## src/rtl/seq_alu.sv

```systemverilog
// Sequential ALU: single-cycle add/subtract, iterative shift-add multiply and
// restoring divide, with a one-cycle done pulse and a sticky divide-by-zero flag.
module seq_alu #(
    parameter int WIDTH = 8
) (
    input  logic                 clk,
    input  logic                 rst_n,
    input  logic                 start,
    input  logic [1:0]           opcode,
    input  logic [WIDTH-1:0]     A,
    input  logic [WIDTH-1:0]     B,
    output logic [2*WIDTH-1:0]   result,
    output logic                 busy,
    output logic                 done,
    output logic                 div_zero
);

    localparam int CW = $clog2(WIDTH) + 1;
    localparam logic [CW-1:0]      CNT_LAST = CW'(WIDTH - 1);
    localparam logic [CW-1:0]      CNT_ONE  = CW'(1);
    localparam logic [CW-1:0]      CNT_ZERO = {CW{1'b0}};
    localparam logic [WIDTH-1:0]   ZERO_W   = {WIDTH{1'b0}};
    localparam logic [2*WIDTH-1:0] ZERO_2W  = {(2*WIDTH){1'b0}};

    localparam logic [1:0] OP_ADD = 2'b00;
    localparam logic [1:0] OP_MUL = 2'b01;
    localparam logic [1:0] OP_DIV = 2'b10;
    localparam logic [1:0] OP_SUB = 2'b11;

    typedef enum logic [1:0] {
        S_IDLE = 2'd0,
        S_CALC = 2'd1,
        S_FIN  = 2'd2
    } state_t;

    // One shift-add step: accumulate the multiplicand when the current multiplier bit is set.
    function automatic logic [2*WIDTH-1:0] mul_step(
        input logic [2*WIDTH-1:0] acc,
        input logic [2*WIDTH-1:0] mcand,
        input logic               mbit
    );
        logic [2*WIDTH-1:0] addend;
        if (mbit) begin
            addend = mcand;
        end else begin
            addend = ZERO_2W;
        end
        mul_step = acc + addend;
    endfunction

    // One restoring-divide step on {remainder, dividend/quotient}; shifted value needs WIDTH+1 bits.
    function automatic logic [2*WIDTH-1:0] div_step(
        input logic [2*WIDTH-1:0] acc,
        input logic [WIDTH-1:0]   dvsr
    );
        logic [WIDTH:0]   shifted;
        logic [WIDTH+1:0] diff;
        logic [WIDTH-1:0] rem;
        logic             qbit;
        shifted = {acc[2*WIDTH-1:WIDTH], acc[WIDTH-1]};
        diff    = {1'b0, shifted} - {2'b00, dvsr};
        if (diff[WIDTH+1]) begin
            rem  = shifted[WIDTH-1:0];
            qbit = 1'b0;
        end else begin
            rem  = diff[WIDTH-1:0];
            qbit = 1'b1;
        end
        div_step = {rem, acc[WIDTH-2:0], qbit};
    endfunction

    state_t               state_q, state_d;
    logic [1:0]           op_q, op_d;
    logic [2*WIDTH-1:0]   mcand_q, mcand_d;
    logic [WIDTH-1:0]     b_q, b_d;
    logic [2*WIDTH-1:0]   acc_q, acc_d;
    logic [CW-1:0]        cnt_q, cnt_d;
    logic [2*WIDTH-1:0]   result_q, result_d;
    logic                 div_zero_q, div_zero_d;
    logic                 busy_q, done_q;

    // Next-state, datapath iteration and operation acceptance.
    always_comb begin
        state_d    = state_q;
        op_d       = op_q;
        mcand_d    = mcand_q;
        b_d        = b_q;
        acc_d      = acc_q;
        cnt_d      = cnt_q;
        result_d   = result_q;
        div_zero_d = div_zero_q;

        case (state_q)
            S_CALC: begin
                if (op_q == OP_MUL) begin
                    acc_d   = mul_step(acc_q, mcand_q, b_q[0]);
                    mcand_d = mcand_q << 1;
                    b_d     = b_q >> 1;
                end else begin
                    acc_d   = div_step(acc_q, b_q);
                end
                if (cnt_q == CNT_LAST) begin
                    result_d   = acc_d;
                    div_zero_d = 1'b0;
                    cnt_d      = CNT_ZERO;
                    state_d    = S_FIN;
                end else begin
                    cnt_d      = cnt_q + CNT_ONE;
                    state_d    = S_CALC;
                end
            end
            S_IDLE, S_FIN: begin
                if (start) begin
                    op_d    = opcode;
                    mcand_d = {ZERO_W, A};
                    b_d     = B;
                    cnt_d   = CNT_ZERO;
                    // Add/subtract and divide-by-zero finish at the accepting edge itself.
                    case (opcode)
                        OP_ADD: begin
                            result_d   = {ZERO_W, A} + {ZERO_W, B};
                            div_zero_d = 1'b0;
                            state_d    = S_FIN;
                        end
                        OP_SUB: begin
                            result_d   = {ZERO_W, A} - {ZERO_W, B};
                            div_zero_d = 1'b0;
                            state_d    = S_FIN;
                        end
                        OP_MUL: begin
                            acc_d   = ZERO_2W;
                            state_d = S_CALC;
                        end
                        OP_DIV: begin
                            if (B == ZERO_W) begin
                                result_d   = ZERO_2W;
                                div_zero_d = 1'b1;
                                state_d    = S_FIN;
                            end else begin
                                acc_d   = {ZERO_W, A};
                                state_d = S_CALC;
                            end
                        end
                        default: begin
                            state_d = S_IDLE;
                        end
                    endcase
                end else begin
                    state_d = S_IDLE;
                end
            end
            default: begin
                state_d = S_IDLE;
            end
        endcase
    end

    // State, operand, iteration and output registers.
    always_ff @(posedge clk or negedge rst_n) begin
        if (!rst_n) begin
            state_q    <= S_IDLE;
            op_q       <= 2'b00;
            mcand_q    <= ZERO_2W;
            b_q        <= ZERO_W;
            acc_q      <= ZERO_2W;
            cnt_q      <= CNT_ZERO;
            result_q   <= ZERO_2W;
            div_zero_q <= 1'b0;
            busy_q     <= 1'b0;
            done_q     <= 1'b0;
        end else begin
            state_q    <= state_d;
            op_q       <= op_d;
            mcand_q    <= mcand_d;
            b_q        <= b_d;
            acc_q      <= acc_d;
            cnt_q      <= cnt_d;
            result_q   <= result_d;
            div_zero_q <= div_zero_d;
            busy_q     <= (state_d == S_CALC);
            done_q     <= (state_d == S_FIN);
        end
    end

    assign result   = result_q;
    assign busy     = busy_q;
    assign done     = done_q;
    assign div_zero = div_zero_q;

endmodule

```

## config.mk

```make
export PLATFORM = sky130hd
export DESIGN_NAME = seq_alu
export DESIGN_NICKNAME = d
export VERILOG_FILES = /design/src/rtl/seq_alu.sv
export SDC_FILE = /design/constraint.sdc
export NUM_CORES = 1
export LEC_CHECK = 0
export ABC_AREA = 1
export ABC_CLOCK_PERIOD_IN_PS = 6600
export CAP_MARGIN = 20
export CELL_PAD_IN_SITES_DETAIL_PLACEMENT = 0
export CELL_PAD_IN_SITES_GLOBAL_PLACEMENT = 1
export CORE_ASPECT_RATIO = 1.1
export CORE_MARGIN = 1.5
export CORE_UTILIZATION = 43
export CTS_BUF_LIST = sky130_fd_sc_hd__clkbuf_4 sky130_fd_sc_hd__clkbuf_8
export CTS_CLUSTER_DIAMETER = 120
export DETAILED_ROUTE_END_ITERATION = 6
export PLACE_DENSITY_LB_ADDON = 0.2
export SETUP_SLACK_MARGIN = 0.3
export SLEW_MARGIN = 30
export SYNTH_ARGS = -nofsm -noshare
export SYNTH_HDL_FRONTEND = slang
export SYNTH_SLANG_ARGS = --single-unit
export TNS_END_PERCENT = 50
```

## constraint.sdc

```tcl
create_clock -name clk -period 6.6 [get_ports clk]
set_input_delay 1.32 -clock clk [delete_from_list [all_inputs] [get_ports clk]]
set_output_delay 1.32 -clock clk [all_outputs]
set_load 0.01 [all_outputs]
```

==> Word-level counts from Yosys, hierarchy flattened <==
Index checks and enable logic that the tools add are counted.
{ "totals": {"input_bits": 21, "regBits": 67} }
{ "op_classes": {"reduce_logical": 12, "muxes": 34, "n_eq_ne": 17, "n_addsub": 5} }
{ "ops": {"columns": ["cell", "count"], "rows": [
  ["16-bit 2-to-1 mux", 11],
  ["16-bit one-hot mux with 2 select lines", 4],
  ["16-bit one-hot mux with 3 select lines", 1],
  ["8-bit 2-to-1 mux", 3],
  ["16-bit adder", 1],
  ["8-bit one-hot mux with 2 select lines", 1],
  ["5-bit AND reduction", 2],
  ["9-bit by 8-bit subtractor with 10-bit output", 1],
  ["8-bit by 8-bit adder with 9-bit output", 1],
  ["8-bit by 8-bit subtractor with 9-bit output", 1],
  ["2-bit by 1-bit equality test with 1-bit output, second input constant", 4],
  ["2-bit equality test, second input constant", 4],
  ["8-bit logical NOT", 1],
  ["4-bit 2-to-1 mux", 2],
  ["4-bit one-hot mux with 2 select lines", 1],
  ["2-bit 2-to-1 mux", 3],
  ["2-bit != test, second input constant", 3],
  ["3-bit != test, second input constant", 2],
  ["2-bit one-hot mux with 3 select lines", 1],
  ["4-bit by 1-bit adder with 4-bit output, second input constant", 1],
  ["4-bit by 3-bit equality test with 1-bit output, second input constant", 1],
  ["2-bit logical NOT", 2],
  ["1-bit 2-to-1 mux", 4],
  ["4-bit by 1-bit != test with 1-bit output, second input constant", 1],
  ["9 further kinds", 12]
]} }

==> Longest topological paths before layout <==
Gate-level depths: netlist of run 1.
{ "depth": {"ltp_word": 7, "ltp_mapped": 16, "mapped_depth_nobuf": 15} }

==> Worst setup path after synthesis of run 1 <==
No wires, ideal clock.
{ "synth_path": {"kind": "in2reg", "startpoint": "input A[0]", "endpoint": "register result_q[6], in the netlist result[6]", "setup_ps": 122, "n_path_buf": 0, "arrival_ps": 2692, "stages": 12, "slack_ps": 3786, "cell_sequence": "inv_1 ha_1 fa_1 inv_1 nand3_1 nand2_1 a21oi_1 or2_2 nand3_1 nand2_1 nand2_1 a21oi_1"} }
{ "synth_between": {"elab_chain_cells": 4, "elab_cells_between_ends": 5, "cone_classes": "2 x add/sub; 3 x mux"} }
{ "synth_lines": {"columns": ["element", "line", "text"], "rows": [
  ["start: declaration", "10", "input logic [WIDTH-1:0] A,"],
  ["8-bit by 8-bit subtractor with 9-bit output / 8-bit by 8-bit adder with 9-bit output (equally long branches)", "126, 121", null],
  ["16-bit one-hot mux with 3 select lines (*)", "119", "case (opcode)"],
  ["16-bit 2-to-1 mux (*)", "113", "if (start) begin"],
  ["16-bit one-hot mux with 2 select lines (*)", "93", "case (state_q)"],
  ["end signal: assignment", "178", "result_q <= result_d;"],
  ["end: declaration", "78", "logic [2*WIDTH-1:0] result_q, result_d;"]
]} }
Mark *: on every way between the ends. The rest lies on a longest branch, timed or not. The select of a mux whose other input is x is not followed.
A chain may end at the register's enable or synchronous reset.

==> Worst setup path after layout of run 1 <==
{ "layout_path": {"startpoint": "input opcode[0]", "endpoint": "register result_q[7], in the netlist result[7]"} }
{ "layout_between": {"elab_chain_cells": 4, "elab_cells_between_ends": 9, "cone_classes": "4 x eq/ne; 3 x mux; 2 x reduce/logical"} }
{ "layout_lines": {"columns": ["element", "line", "text"], "rows": [
  ["start: declaration", "9", "input logic [1:0] opcode,"],
  ["2-bit equality test / 2-bit logical NOT (equally long branches)", "119", null],
  ["16-bit one-hot mux with 3 select lines", "119", null],
  ["16-bit 2-to-1 mux", "113", null],
  ["16-bit one-hot mux with 2 select lines", "93", null]
]} }
Several ways; a longest one is shown, not always the timed one. The select of a mux whose other input is x is not followed.

==> results of run 1 <==
[power by group]
| part | total (mW) | switching [mW] | internal [mW] |
|---|---|---|---|
| combinational | 1.37 | 0.861 | 0.511 |
| clock | 0.344 | 0.165 | 0.179 |
| sequential | 0.695 | 0.131 | 0.564 |
| total | 2.41 | 1.16 | 1.25 |
[layout make-up]
class	instances	share of cell area [%]
Clock buffer	10	2.12
Clock inverter	6	1.03
Sequential cell	67	27.1
Timing Repair Buffer	41	6.47
Inverter	145	8.82
Tap cell	157	3.18
Multi-Input combinational cell	587	51.3
[worst min-delay path by stage]
stage,slack [ns],endpoint,from
floorplan,0.48,mcand_q[15],mcand_q[15]
global placement,0.51,result[7],result[7]
detailed placement,0.53,result[7],result[7]
CTS,0.54,result[7],result[7]
global route,0.57,cnt_q[2],cnt_q[2]
finish,0.54,result[7],result[7]
[logic make-up (layout without fill, tap and decap cells)]
family          after synthesis  in the layout  synth area share (%)
simple gates                391            391                  30.8
flops                        67             67                  30.5
buf+inv                     167            202                  11.9
compound gates              140            140                  14.1
fa+ha+maj                    47             47                  11.2
xor+xnor                      9              9                  1.43
[worst max-delay path: stages]
cell and delay, ns:
clkdlybuf4s50_1 0.53, inv_1 0.07, ha_1 0.29, inv_2 0.20, nor2_1 0.06, inv_1 0.08
nor2_1 0.07, nor2_4 0.45, inv_2 0.17, a21oi_1 0.28, a21oi_1 0.11
[synthesized netlist by cell type]
cell	count
nand3_1	53
xnor2_1	2
nand2_2	2
dfrtp_1	67
o211ai_1	8
nand2_1	233
o21a_1	1
or2_1	1
xor2_1	7
o21ai_2	1
buf_2	9
clkinv_2	1
clkbuf_1	9
nor3_1	5
buf_6	2
o21ai_0	48
a31o_2	1
o22ai_1	9
nand2_4	1
nand3_4	2
o21ai_1	16
nor2_2	2
nor2_1	63
a21oi_1	41
fa_1	4
or2_2	2
inv_1	138
buf_1	2
nand3_2	1
o21bai_1	1
a21oi_4	1
a21o_1	1
inv_2	6
a22o_1	1
nand3b_1	5
ha_1	43
nor2_4	5
a31oi_1	11
nand4_1	16
[flip-flops by register name (all words and copies together) (netlist names)]
register,count
busy,1
acc_q,16
result,16
cnt_q,4
state_q,2
b_q,8
done,1
op_q,2
mcand_q,16
div_zero,1
[through the flow]
step	hold WS [ns]	total power, mW	setup WS [ns]	instances
after floorplan	0.478	1.63	3.79	821
final	0.541	2.41	3.19	1013
after global routing	0.570	2.63	3.05	1013
after detailed placement	0.527	2.07	2.81	997
after global placement	0.514	2.04	2.88	997
after CTS	0.542	2.42	3.20	1013
[layer usage]
metal | share of wire, % | vias to the layer above
li1 | - | 2694
met1 | 47 | 2463
met2 | 49 | 77
met3 | 2.6 | 9
met4 | 0.91 | 0
met5 | 0 | -
==> impl_metrics.csv, run 1 <==
group,metric,value,unit
clock_tree,worstSkewPairLatency,0.35,ns
clock_tree,post_cts_resized,0,
synthesis,avgSynthCellArea,6.70,µm²
global_route,grt_first_pass_wirelength,25100,µm
sta,drv_slew,0,
setup_path,worst_r2r_path_depth,12,
sta,tightestPinTransition,0.845,ns
setup_path,rr_startpoint,"b_q[0]",
clock_tree,clock_path_buffers,2,
placement,gp_congestion,0.855,
clock_tree,cts_buffers,9,
floorplan,initial_utilization,43.9,%
synthesis,syn_inst,821,
cells_and_area,multiInputGateArea,3170,µm²
route,drt_pass1_iterations,4,
placement,post_dp_cell_area,5990,µm²
route,drc,0,
sta,relSlewSlack,43.7,%
cells_and_area,ff_latch_area,1680,µm²
hold_path,hp-class,"register to register",
clock_tree,cts_root_buffer,"clkbuf_8",
cells_and_area,area_growth,12.5,%
global_route,grt_max_degree,68,
synthesis,syn-num-nets,889,
pwr,power_density,390,nW/µm²
route,wirelength,15400,µm
placement,dpl.hpwl,12200,µm
pwr,p_leak,3.29,nW
synthesis,yosysTopAreaCellShare,30.5,%
hold_path,whs_path_depth,2,
setup_path,crit_path_start_kind,"input pin",
global_route,grt_antenna_before_repair,0,
sta,hold_violations,0,
setup_path,cp_max_fo,23,
route,postRouteAntennaNets,0,
sta,fin_crit,3.41,ns
setup_path,crit_path_end_kind,"register",
cells_and_area,layout.nets,919,
synthesis,ys_seq_area_share,30.5,%
sta,setup_tns,0,ns
pwr,ir_drop,0.000230,V
cells_and_area,drive_gt1_share,5.26,%
clock_tree,htree_num_levels,3,
setup_path,endpoint,"result[7]",
placement,io_buffers,39,
synthesis,synth_top_area_cell,"dfrtp_1",
clock_tree,cts_hold_buf,0,
cells_and_area,fin_area,6180,µm²
global_route,use_met2,40.9,%
global_route,use_met1,31.5,%
synthesis,yosysWarningCount,0,
cells_and_area,fill_cells,1297,
synthesis,synthDistinctLibCells,39,
setup_path,startpoint,"opcode[0]",
route,vias,5243,
floorplan,fp.dieH,122,µm
synthesis,ys_ff_latch,67,
sta,fin_skew,0.00689,ns
synthesis,synth_area_leaders,"dfrtp_1 30%, nand2_1 16%, ha_1 9.8%",
route,vias_per_cell,5.18,
global_route,top_usage_layer,"met2",
cells_and_area,diodes,0,
run_status,run_status,"complete, no violations",
clock_tree,cts_tree,"built",
global_route,grt_overflow,0,
floorplan,die-area,13500,µm²
clock_tree,clk_pin_slew,0.07,ns
setup_path,worstPathRequired,6.82,ns
setup_path,r2r-end,"result[8]",
route,wl_per_cell,15.2,µm
sta,finalCritPeriodShare,51.7,%
setup_path,worst-setup-path-type,"input pin to register",
global_route,global_route.usage.met3,2.74,%
cells_and_area,final_common_cell,"nand2_1",
floorplan,top_level_ports,40,
global_route,grt_usage,23.4,%
sta,setup_viol,0,
synthesis,netlist_area,5500,µm²
clock_tree,cts_setup_buffers,0,
cells_and_area,final_cell_mix,"232 x nand2_1, 138 x inv_1, 67 x dfrtp_1",
clock_tree,cts.sinks,67,
global_route,grt_pass1_vias,5047,
floorplan,die_w,111,µm
sta,rsz0062_at_grt,"no",
cells_and_area,utilization,49.3,%
setup_path,arrival,3.64,ns
setup_path,r2r_slack,4.00,ns
floorplan,core,12500,µm²
flow_run,maxCapViolations,0,
floorplan,rows,43,
route,drtIter0Drc,329,
sta,max_freq,0.293,GHz
No activity file was read; power rests on OpenSTA's default activity.
==> inputs of run 2 (changes only) <==
--- a/config.mk
+++ b/config.mk
@@ -6,13 +6,13 @@
 export NUM_CORES = 1
 export LEC_CHECK = 0
 export ABC_AREA = 1
-export ABC_CLOCK_PERIOD_IN_PS = 6600
+export ABC_CLOCK_PERIOD_IN_PS = 3000
 export CAP_MARGIN = 20
 export CELL_PAD_IN_SITES_DETAIL_PLACEMENT = 0
 export CELL_PAD_IN_SITES_GLOBAL_PLACEMENT = 1
 export CORE_ASPECT_RATIO = 1.1
 export CORE_MARGIN = 1.5
-export CORE_UTILIZATION = 43
+export CORE_UTILIZATION = 40
 export CTS_BUF_LIST = sky130_fd_sc_hd__clkbuf_4 sky130_fd_sc_hd__clkbuf_8
 export CTS_CLUSTER_DIAMETER = 120
 export DETAILED_ROUTE_END_ITERATION = 6
==> constraint.sdc (replaced) <==
create_clock -name clk -period 3 [get_ports clk]
set_input_delay 0.6 -clock clk [delete_from_list [all_inputs] [get_ports clk]]
set_output_delay 0.6 -clock clk [all_outputs]
set_load 0.01 [all_outputs]
==> impl_metrics.csv, run 2 (synthesized netlist as in run 1, its figures left out) <==
group,metric,value,unit
pwr,swShare,46.4,%
sta,hold_slack,0.325,ns
route,vias,5261,
clock_tree,cts_tree,"built",
pwr,p_int,2.97,mW
setup_path,r2r_slack,0.49,ns
clock_tree,cts_root_buffer,"clkbuf_8",
route,drc,0,
route,wirelength,15900,µm
route,vias_per_cell,4.99,
sta,hold_violations,0,
sta,setup_viol,0,
setup_path,rr_startpoint,"b_q[0]",
placement,dpl.hpwl,12700,µm
clock_tree,htree_num_levels,3,
global_route,grt_pass1_vias,5113,
setup_path,arrival,2.76,ns
run_status,run_status,"complete, no violations",
pwr,power_frac_clock,16.8,%
clock_tree,clock_path_buffers,2,
clock_tree,worstSkewPairLatency,0.35,ns
placement,io_buffers,39,
sta,finalCritPeriodShare,84.4,%
sta,setup_tns,0,ns
sta,tightestPinTransition,0.638,ns
clock_tree,clk_pin_slew,0.07,ns
global_route,grt_max_degree,68,
sta,relSlewSlack,57.5,%
cells_and_area,diodes,0,
setup_path,worst_r2r_path_depth,13,
setup_path,worstPathRequired,3.23,ns
pwr,p_leak,3.38,nW
placement,gp_congestion,0.857,
clock_tree,cts_setup_buffers,0,
route,wl_per_cell,15.1,µm
sta,fin_skew,0.0121,ns
flow_run,maxCapViolations,0,
pwr,p_comb_share,55.4,%
floorplan,die_w,115,µm
floorplan,core,13300,µm²
global_route,grt_overflow,0,
global_route,grt_first_pass_wirelength,26100,µm
cells_and_area,final_common_cell,"nand2_1",
cells_and_area,fill_cells,1391,
setup_path,worst-setup-path-type,"input pin to register",
cells_and_area,layout.nets,933,
setup_path,crit_path_end_kind,"register",
cells_and_area,final_cell_mix,"232 x nand2_1, 138 x inv_1, 66 x dfrtp_1",
global_route,grt_antenna_before_repair,0,
setup_path,crit_path_start_kind,"input pin",
cells_and_area,area_growth,16.2,%
setup_path,cp_max_fo,7,
pwr,power_density,869,nW/µm²
clock_tree,cts.sinks,67,
floorplan,top_level_ports,40,
sta,max_freq,0.395,GHz
global_route,grt_usage,23.0,%
route,drtIter0Drc,337,
clock_tree,cts_buffers,9,
sta,fin_crit,2.53,ns
sta,rsz0062_at_grt,"yes",
floorplan,fp.dieH,126,µm
hold_path,hp-class,"input pin to asynchronous set/reset pin",
pwr,switching_power,2.58,mW
pwr,ir_drop,0.000525,V
setup_path,r2r-end,"result[12]",
floorplan,rows,44,
floorplan,die-area,14500,µm²
cells_and_area,drive_gt1_share,7.01,%
sta,drv_slew,0,
pwr,p_seq_share,27.8,%
floorplan,initial_utilization,41.3,%
route,postRouteAntennaNets,0,
route,drt_pass1_iterations,5,
==> run 2: cell type report <==
cell class | instances | area, µm² | share of cell area, %
clock buffer | 9 | 124 | 1.94
clock inverter | 7 | 124 | 1.94
inverter | 145 | 546 | 8.54
multi-input combinational | 587 | 3170 | 49.7
sequential | 67 | 1680 | 26.3
tap | 184 | 230 | 3.60
timing repair buffer | 55 | 509 | 7.97
==> run 2: per-layer routing <==
layer  wire length (µm)  vias to the layer above  GRT usage, %
li1                   -                     2718             -
met1               7410                     2431          31.0
met3                491                       17          2.65
met2               7650                       95          38.9
met4                333                        0          6.46
met5                  0                        -             0
==> run 2: how the worst max path moves through the flow <==
stage                start          to  slack (ns)  cells after the start
detailed placement    A[0]  result[10]        0.13                     13
global route          A[0]  result[11]        0.30                     13
floorplan           b_q[0]    acc_q[7]        0.88                     15
CTS                 b_q[0]   result[8]        0.37                     12
finish                A[0]  result[11]        0.47                     13
global placement      A[0]  result[11]        0.19                     13
==> run 2: timing repair <==
| action | CTS | global route |
|---|---|---|
| hold buffers | 0 | 0 |
| resized for setup | 0 | 4 |
| endpoints found under the setup margin | 0 | 10 |
==> run 2: critical path, stage by stage <==
cell	delay, ns
clkdlybuf4s50_1	0.54
inv_1	0.07
ha_1	0.22
fa_1	0.38
inv_1	0.08
nand3_1	0.08
nand2_2	0.11
nand4_1	0.08
nand3_1	0.09
nor3_1	0.05
buf_4	0.15
nor2_4	0.20
a21oi_1	0.11
==> run 2: power by group through the flow <==
stage / clock [mW] / sequential [mW] / combinational, mW
global placement: 0 / 1.54 / 3.02
global route: 0.984 / 1.58 / 3.48
floorplan: 0 / 1.49 / 2.11
finish: 0.932 / 1.54 / 3.07
detailed placement: 0 / 1.55 / 3.04
CTS: 0.941 / 1.54 / 3.07
==> run 2: per-stage QoR <==
stage | setup slack [ns] | utilization, % | instance area (µm²) | power (mW) | cells
2_1_floorplan | 0.881 | - | 5500 | 3.59 | 821
3_3_place_gp | 0.186 | 46.0 | 6130 | 4.56 | 1038
3_5_place_dp | 0.130 | 46.0 | 6130 | 4.60 | 1038
4_1_cts | 0.372 | 47.8 | 6370 | 5.55 | 1054
5_1_grt | 0.299 | 47.9 | 6390 | 6.04 | 1054
6_report | 0.469 | 47.9 | 6390 | 5.55 | 1054
